**src/rtl/uart_pkg.sv**
```systemverilog
// Shared UART receiver types and defaults: FSM state encoding, default clock/baud
// constants and the bit-timer counter width helper.
package uart_pkg;

    typedef enum logic [2:0] {
        StIdle,
        StStart,
        StData,
        StPar,
        StStop,
        StDone
    } rx_state_e;

    localparam int unsigned DefaultClkFrequency = 100_000_000;
    localparam int unsigned DefaultBaudRate     = 19_200;

    // Width of a counter that must hold 0..bit_cycles-1; never narrower than one bit.
    function automatic int unsigned cnt_width(input int unsigned bit_cycles);
        return (bit_cycles > 2) ? $clog2(bit_cycles) : 1;
    endfunction

endpackage

```
**src/rtl/rx_bit_timer.sv**
```systemverilog
// Bit-period timer for the UART receiver: free-runs 0..BIT_CYCLES-1, restarts on clear,
// and pulses sample at the half-bit (half_sel) or full-bit terminal count.
module rx_bit_timer
    import uart_pkg::*;
#(
    parameter int unsigned BIT_CYCLES = DefaultClkFrequency / DefaultBaudRate
) (
    input  logic clk,
    input  logic reset_n,
    input  logic clear,
    input  logic half_sel,
    output logic sample
);

    localparam int unsigned HALF_CYCLES = BIT_CYCLES / 2;
    localparam int unsigned CntW        = cnt_width(BIT_CYCLES);

    localparam logic [CntW-1:0] FullTerm = CntW'(BIT_CYCLES - 1);
    localparam logic [CntW-1:0] HalfTerm = CntW'(HALF_CYCLES - 1);

    logic [CntW-1:0] count_q, count_d;

    always_comb begin
        count_d = count_q + 1'b1;
        if (clear || count_q == FullTerm) begin
            count_d = '0;
        end
    end

    always_ff @(posedge clk or negedge reset_n) begin
        if (!reset_n) begin
            count_q <= '0;
        end else begin
            count_q <= count_d;
        end
    end

    assign sample = (count_q == (half_sel ? HalfTerm : FullTerm));

endmodule

```
**src/rtl/rx.sv**
```systemverilog
// UART receiver: 8 data bits LSB first, optional odd parity (define RX_PARITY_EN), one stop
// bit, mid-bit sampling, level-held Receive with ReceiveAck handshake and error flags.
module rx
    import uart_pkg::*;
#(
    parameter int unsigned CLK_FREQUENCY = DefaultClkFrequency,
    parameter int unsigned BAUD_RATE     = DefaultBaudRate
) (
    input  logic       clk,
    input  logic       reset_n,
    input  logic       Sin,
    input  logic       ReceiveAck,
    output logic [7:0] Dout,
    output logic       Receive,
    output logic       ParityErr,
    output logic       FrameErr,
    output logic       Overrun
);

    localparam int unsigned BIT_CYCLES = CLK_FREQUENCY / BAUD_RATE;

    rx_state_e  state_q, state_d;
    logic [7:0] shreg_q, shreg_d;
    logic [2:0] idx_q, idx_d;
    logic       stop_q, stop_d;
    logic       sin_meta_q, sin_s;
    logic       sample, timer_clear, parity_err;

    logic [7:0] dout_q, dout_d;
    logic       recv_q, recv_d;
    logic       perr_q, perr_d;
    logic       ferr_q, ferr_d;
    logic       ovr_q, ovr_d;

    // Synchronizer resets high so the idle line never looks like a start bit.
    always_ff @(posedge clk or negedge reset_n) begin
        if (!reset_n) begin
            sin_meta_q <= 1'b1;
            sin_s      <= 1'b1;
        end else begin
            sin_meta_q <= Sin;
            sin_s      <= sin_meta_q;
        end
    end

    rx_bit_timer #(
        .BIT_CYCLES(BIT_CYCLES)
    ) u_bit_timer (
        .clk     (clk),
        .reset_n (reset_n),
        .clear   (timer_clear),
        .half_sel(state_q == StStart),
        .sample  (sample)
    );

`ifdef RX_PARITY_EN
    logic par_q, par_d;
    assign parity_err = ~(^shreg_q ^ par_q);
`else
    assign parity_err = 1'b0;
`endif

    always_comb begin
        state_d = state_q;
        shreg_d = shreg_q;
        idx_d   = idx_q;
        stop_d  = stop_q;
`ifdef RX_PARITY_EN
        par_d   = par_q;
`endif
        unique case (state_q)
            StIdle: begin
                if (!sin_s) begin
                    state_d = StStart;
                end
            end
            StStart: begin
                if (sample) begin
                    state_d = sin_s ? StIdle : StData;
                    idx_d   = '0;
                end
            end
            StData: begin
                if (sample) begin
                    shreg_d = {sin_s, shreg_q[7:1]};
                    idx_d   = idx_q + 3'd1;
                    if (idx_q == 3'd7) begin
`ifdef RX_PARITY_EN
                        state_d = StPar;
`else
                        state_d = StStop;
`endif
                    end
                end
            end
`ifdef RX_PARITY_EN
            StPar: begin
                if (sample) begin
                    par_d   = sin_s;
                    state_d = StStop;
                end
            end
`endif
            StStop: begin
                if (sample) begin
                    stop_d  = sin_s;
                    state_d = StDone;
                end
            end
            StDone: begin
                state_d = StIdle;
            end
            default: begin
                state_d = StIdle;
            end
        endcase
    end

    // Timer restarts on every state entry; staying in DATA relies on its natural wrap.
    assign timer_clear = (state_d != state_q);

    // Frame completion takes priority over an acknowledge in the same cycle.
    always_comb begin
        dout_d = dout_q;
        recv_d = recv_q;
        perr_d = perr_q;
        ferr_d = ferr_q;
        ovr_d  = ovr_q;
        if (state_q == StDone) begin
            dout_d = shreg_q;
            ferr_d = ~stop_q;
            perr_d = parity_err;
            ovr_d  = recv_q;
            recv_d = 1'b1;
        end else if (ReceiveAck && recv_q) begin
            recv_d = 1'b0;
            ovr_d  = 1'b0;
        end
    end

    always_ff @(posedge clk or negedge reset_n) begin
        if (!reset_n) begin
            state_q <= StIdle;
            shreg_q <= '0;
            idx_q   <= '0;
            stop_q  <= 1'b1;
`ifdef RX_PARITY_EN
            par_q   <= 1'b0;
`endif
            dout_q  <= '0;
            recv_q  <= 1'b0;
            perr_q  <= 1'b0;
            ferr_q  <= 1'b0;
            ovr_q   <= 1'b0;
        end else begin
            state_q <= state_d;
            shreg_q <= shreg_d;
            idx_q   <= idx_d;
            stop_q  <= stop_d;
`ifdef RX_PARITY_EN
            par_q   <= par_d;
`endif
            dout_q  <= dout_d;
            recv_q  <= recv_d;
            perr_q  <= perr_d;
            ferr_q  <= ferr_d;
            ovr_q   <= ovr_d;
        end
    end

    assign Dout      = dout_q;
    assign Receive   = recv_q;
    assign ParityErr = perr_q;
    assign FrameErr  = ferr_q;
    assign Overrun   = ovr_q;

endmodule

```
**config.mk**
```make
export PLATFORM = sky130hd
export DESIGN_NAME = rx
export DESIGN_NICKNAME = d
export VERILOG_FILES = /design/src/rtl/uart_pkg.sv /design/src/rtl/rx_bit_timer.sv /design/src/rtl/rx.sv
export SDC_FILE = /design/constraint.sdc
export NUM_CORES = 1
export LEC_CHECK = 0
export CAP_MARGIN = 20
export CORE_ASPECT_RATIO = 2
export CORE_UTILIZATION = 55
export CTS_BUF_LIST = sky130_fd_sc_hd__clkbuf_4 sky130_fd_sc_hd__clkbuf_8
export DETAILED_ROUTE_END_ITERATION = 8
export DONT_BUFFER_PORTS = 1
export PLACE_DENSITY = 0.85
export SYNTH_ARGS = -nofsm -noshare
export SYNTH_HDL_FRONTEND = slang
export SYNTH_SLANG_ARGS = --single-unit
```
**constraint.sdc**
```tcl
create_clock -name clk -period 1.5 [get_ports clk]
set_input_delay 0.15 -clock clk [delete_from_list [all_inputs] [get_ports clk]]
set_output_delay 0.15 -clock clk [all_outputs]
set_load 0.01 [all_outputs]
```
Yosys cells after proc, flatten, opt, wreduce, memory -nomap -nowiden
Index checks and enable logic that the tools add are counted.
{"block": "totals", "word_cells": 47, "out_inout_bits": 12, "in_bits": 4, "ff_bits": 41}
{"block": "op_classes", "bitwise_logic": 1, "n_reduce_logical": 8, "muxes": 15, "n_addsub": 2, "eq_ne": 10}
{"op": "$mux W13", "count": 2}
{"op": "$mux W3", "count": 7}
{"op": "$add A13 B1 Y13 const B", "count": 1}
{"op": "$eq A13 B13 Y1", "count": 1}
{"op": "$eq A13 B13 Y1 const B", "count": 1}
{"op": "$pmux W3 S4", "count": 1}
{"op": "$eq A3 B3 Y1 const B", "count": 3}
{"op": "$pmux W3 S2", "count": 1}
{"op": "$ne A2 B2 Y1 const B", "count": 2}
{"op": "$reduce_and A2 Y1", "count": 2}
{"op": "$reduce_bool A2 Y1", "count": 2}
{"op": "$add A3 B1 Y3 const B", "count": 1}
{"op": "$eq A3 B1 Y1 const B", "count": 1}
{"op": "$eq A3 B2 Y1 const B", "count": 1}
{"op": "$logic_not A3 Y1", "count": 1}
{"op": "$mux W1", "count": 3}
{"op": "$ne A3 B3 Y1", "count": 1}
{"op": "$reduce_and A3 Y1", "count": 1}
{"op": "$mux W2", "count": 1}
{"op": "$logic_and A1 B1 Y1", "count": 1}
{"op": "$logic_or A1 B1 Y1", "count": 1}
{"op": "$not A1 Y1", "count": 1}

Logic depth before layout (Yosys ltp)
{"block": "logic_depth", "ltp_word": 8, "mapped_depth": 5, "ltp_nobuf": 5}

Modules after synthesis
Synthesis repeated with hierarchy kept, for this count alone.
{"block": "unflattened", "hier_cells": 168, "area_unflattened_um2": 2008.2}
{"module": "rx", "area_each_um2": 1303.8, "seq_area_each_um2": 704.4, "cells_each": 98, "instances": 1}
{"module": "rx_bit_timer", "area_each_um2": 704.4, "seq_area_each_um2": 325.3, "cells_each": 70, "instances": 1}

Worst setup path before layout
OpenSTA, ideal clock, no wires.
{"block": "synth_path", "path_type": "register to register", "start": "register u_bit_timer.count_q[0]", "end": "register idx_q[0]", "period_less_slack_ns": 1.582, "path_slack_ns": -0.082, "required_time_ns": 1.375, "t_arrival_ns": 1.457, "setup_time_ns": 0.125, "stages_incl_launch_ff": 6, "path_buffers": 0, "cell_sequence": "dfrtp_1 -> ha_1 -> and4bb_1 -> nand4_4 -> and2_4 -> mux2_4"}
{"block": "synth_via", "elab_chain_cells": 3, "elab_cells_between_ends": 4, "cone_classes": "3 x eq/ne; 1 x reduce/logical"}
{"element": "start, declared", "line": "rx_bit_timer.sv:21", "source": "logic [CntW-1:0] count_q, count_d;"}
{"element": "start signal, assigned", "line": "rx_bit_timer.sv:34", "source": "count_q <= count_d;"}
{"element": "$eq A13 B13 Y1 (*)", "line": "rx_bit_timer.sv:38", "source": "assign sample = (count_q == (half_sel ? HalfTerm : FullTerm));"}
{"element": "$ne A2 B2 Y1 (no line)"}
{"element": "$reduce_and A3 Y1 (no line) (*)"}
{"element": "end signal, assigned", "line": "rx.sv:158", "source": "idx_q <= idx_d;"}
{"element": "end, declared", "line": "rx.sv:24", "source": "logic [2:0] idx_q, idx_d;"}
Mark *: on every way between the ends. The rest lies on a longest branch, timed or not.
A chain may end at the register's enable or synchronous reset.

Worst setup path after layout
{"block": "layout_path", "start": "register state_q[2]", "end": "register idx_q[0]"}
{"block": "layout_via", "elab_chain_cells": 5, "elab_cells_between_ends": 9, "cone_classes": "5 x eq/ne; 2 x mux; 2 x reduce/logical"}
{"element": "start, declared", "line": "rx.sv:22", "source": "rx_state_e state_q, state_d;"}
{"element": "start signal, assigned", "line": "rx.sv:143", "source": "state_q <= StIdle;"}
{"element": "start signal, assigned", "line": "rx.sv:156", "source": "state_q <= state_d;"}
{"element": "$eq A3 B1 Y1", "line": "rx.sv:52, rx.sv:71"}
{"element": "$mux W13", "line": "rx_bit_timer.sv:38"}
{"element": "$eq A13 B13 Y1", "line": "rx_bit_timer.sv:38"}
{"element": "$ne A2 B2 Y1 (no line)"}
{"element": "$reduce_and A3 Y1 (no line)"}
Several ways; a longest one is shown, not always the timed one.

==> flow_summary.ini <==
[sta]
finalWorstSetupSlack_ps = -88.2
fin_tns_setup_ps = -912
slew_violations = 0
clock.fmax_ghz = 0.630
rsz0062_at_grt = yes
fin_crit_sh_pct = 106
fin_crit_ps = 1590
skew_ps = 12.8
hold_viol = 0
setup_violations = 22

[finish]
final_cells = 210
drive_gt1_share_pct = 43.0
syn2layout_area_growth_pct = 26.2
fin_util_pct = 73.2
fin_nets = 185
diodes = 0

[power_and_ir_drop]
p_total_mw = 2.19
pwr_density_cell_mw_per_mm2 = 938
internal-power_mw = 1.79
pwr-share-clk_pct = 47.2
switching_share_pct = 18.5
share_comb_of_total_power_pct = 1.9
seqPwrFrac_pct = 50.9
ir_drop_v = 0.000941
power.net_switching_uw = 405
power.leakage_nw = 1.17

[setup_path]
worstPathRequired_ps = 1680
path_max_fanout = 3
critPathMaxStageDelay_ps = 440
worstSetupEndpointType = flip-flop
cp_data_arrival_time_ps = 1770
crit_buf_inv = 0
cp-start-kind = flip-flop
r2r_start = state_q[2]
cp_top_family = simple AND/OR/NAND/NOR gates
crit_start = state_q[2]
crit_type = flip-flop to flip-flop
crit_chain = or3b_4, nand4b_4, and2_4, mux2_4
crit_path_top_delay_cell = dfrtp_1

[logic_synthesis]
yosys.area.top_type_share_pct = 51.4
ys_ff_latch = 41
yosys.cell_types.count = 39
synth_fp_nets = 150
synth_cells = 143
syn_avg_cell_area_sq_um = 12.9
synth_ff_type = dfrtp_1
ys_async_sr_fraction_pct = 100
synth_area_leaders = dfrtp_1 51%, mux2_2 9.7%, dfstp_2 4.3%
ys_warn_count = 0
synth_area_leader_cell = dfrtp_1
syn-cell-area_sq_mm = 0.00185
yosysMostFrequentCell = dfrtp_1
ys_seq_area_share_pct = 55.6
synth_enable_flop_cells = 0
netlist_top_cells_count = 38 x dfrtp_1, 16 x mux2_2, 14 x nor2_1

[placed_design]
io_buffers = 0
place_hpwl_um = 2910
gp_congestion = 0.894
pre_cts_ws_ps = -127
dp_cells = 196

[job]
drv_cap = 0

[route]
viasPerCell = 6.21
ant_nets = 0
drtPass1Iterations = 4
post_drt_wl_per_cell_um = 21.3
wl_um = 4480
drt-initial-drc-count = 38
via_count = 1305
drc = 0

[min_path]
hp-start = ReceiveAck
min_path_type = input port to flip-flop

[global_route]
grtUsageTotal_pct = 26.8
grt_pass1_vias = 1501
antenna_found_initial = 0
grt_max_degree = 42
grt_overflow = 0
grt_pass1_wl_um = 6980

[cts]
clock_latency_ps = 300
htree_levels = 2
cts_buffers = 5
path_clk_slew_ps = 80
cts_tree = done
root_buffer = clkbuf_8
cts_buffer_depth = 2
clkSinkCount = 41

[floorplan]
chipHeight_um = 84.1
dieArea_sq_mm = 0.00362
pin_count = 16
die_w_um = 43.0
initial_utilization_pct = 58.0
rows = 29
core_sq_mm = 0.00319

[status]
failed_checks = setup timing
status = complete, but fails checks
==> flip-flops by register name, indices dropped and copies added (netlist names) <==
| name | cells |
|---|---|
| FrameErr | 1 |
| shreg_q | 8 |
| stop_q | 1 |
| Overrun | 1 |
| sin_meta_q | 1 |
| idx_q | 3 |
| state_q | 3 |
| sin_s | 1 |
| Dout | 8 |
| u_bit_timer.count_q | 13 |
| Receive | 1 |
==> layer usage <==
layer  up-vias  wire length (um)  part of all wire, %  global-route usage, %
li1        581                 -                    -                      -
met1       667              1500                   34                   23.4
met2        40              2640                   59                   51.1
met3        17               129                  2.9                   5.84
met4         0               204                  4.6                   15.7
met5         -                 0                    0                      0
==> cells by family (layout without fill, tap and decap cells) <==
group | Yosys count | in the layout | synth area share [%]
AND/OR/NAND/NOR | 52 | 52 | 19.3
multiplexers | 18 | 18 | 11.4
flip-flops | 41 | 41 | 55.6
XOR/XNOR | 10 | 10 | 4.73
AO/OA/AOI/OAI | 12 | 12 | 4.87
adder cells (fa/ha/maj) | 3 | 3 | 2.03
other | 1 | 1 | 0.203
buffers and inverters | 6 | 42 | 1.89
==> cell type report <==
class	count	area (sq um)
Inverter	3	11.3
Clock buffer	5	68.8
Fill cell	196	856
Clock inverter	3	65.1
Sequential cell	41	1030
Timing Repair Buffer	31	269
Multi-Input combinational cell	96	855
Tap cell	31	38.8
==> repair_timing <==
action                     CTS  global route
setup endpoints to repair   27            27
hold buffers                 4             0
pin swaps                    6             2
hold endpoints to repair    43             0
buffers inserted             2             1
cloned                       0             0
resized for setup           13             2
==> worst paths after layout <==
| kind | to | slack, ps | depth (start not counted) |
|---|---|---|---|
| min in group asynchronous | Receive | 300 | 2 |
| max in group asynchronous | sin_s | 930 | 2 |
| min reg2reg | sin_s | 360 | 0 |
| min | Overrun | 140 | 3 |
| max reg2reg | idx_q[0] | -90 | 4 |
| max | idx_q[0] | -90 | 4 |
==> stage by stage <==
step                      hold WS (ps)  instance area (sq um)
final                              139                   2340
after global routing               168                   2340
after CTS                         69.8                   2320
after detailed placement          -145                   2070
after global placement            -145                   2070
after floorplan                   -146                   1850
==> layout by cell type (no fill, tap or decap), types with 2 or more instances in the layout <==
| master | n |
|---|---|
| a22o_1 | 2 |
| and4_1 | 2 |
| and4bb_1 | 2 |
| and4bb_2 | 3 |
| buf_12 | 2 |
| buf_4 | 25 |
| bufinv_16 | 2 |
| clkbuf_8 | 5 |
| dfrtp_1 | 38 |
| dfstp_2 | 3 |
| dlygate4sd3_1 | 3 |
| ha_1 | 2 |
| inv_1 | 3 |
| mux2_2 | 16 |
| mux2_4 | 2 |
| nand2_1 | 5 |
| nand3_1 | 7 |
| nand3b_1 | 2 |
| nand4_1 | 2 |
| nor2_1 | 14 |
| o21ai_0 | 3 |
| xor2_1 | 9 |
==> power by group through the flow <==
stage / Combinational (mW) / Sequential, mW / Clock [mW]
after floorplan: 0.00596 / 1.14 / 0
after global placement: 0.00749 / 1.14 / 0
after detailed placement: 0.00824 / 1.14 / 0
after CTS: 0.0420 / 1.12 / 1.04
after global routing: 0.0477 / 1.12 / 1.10
final: 0.0422 / 1.12 / 1.03
==> tightest hold or removal path: stages <==
cell and delay (ps):
nand2_1 50, nand3_1 90, o21ai_0 100
Power figures use the tool's default switching activity.
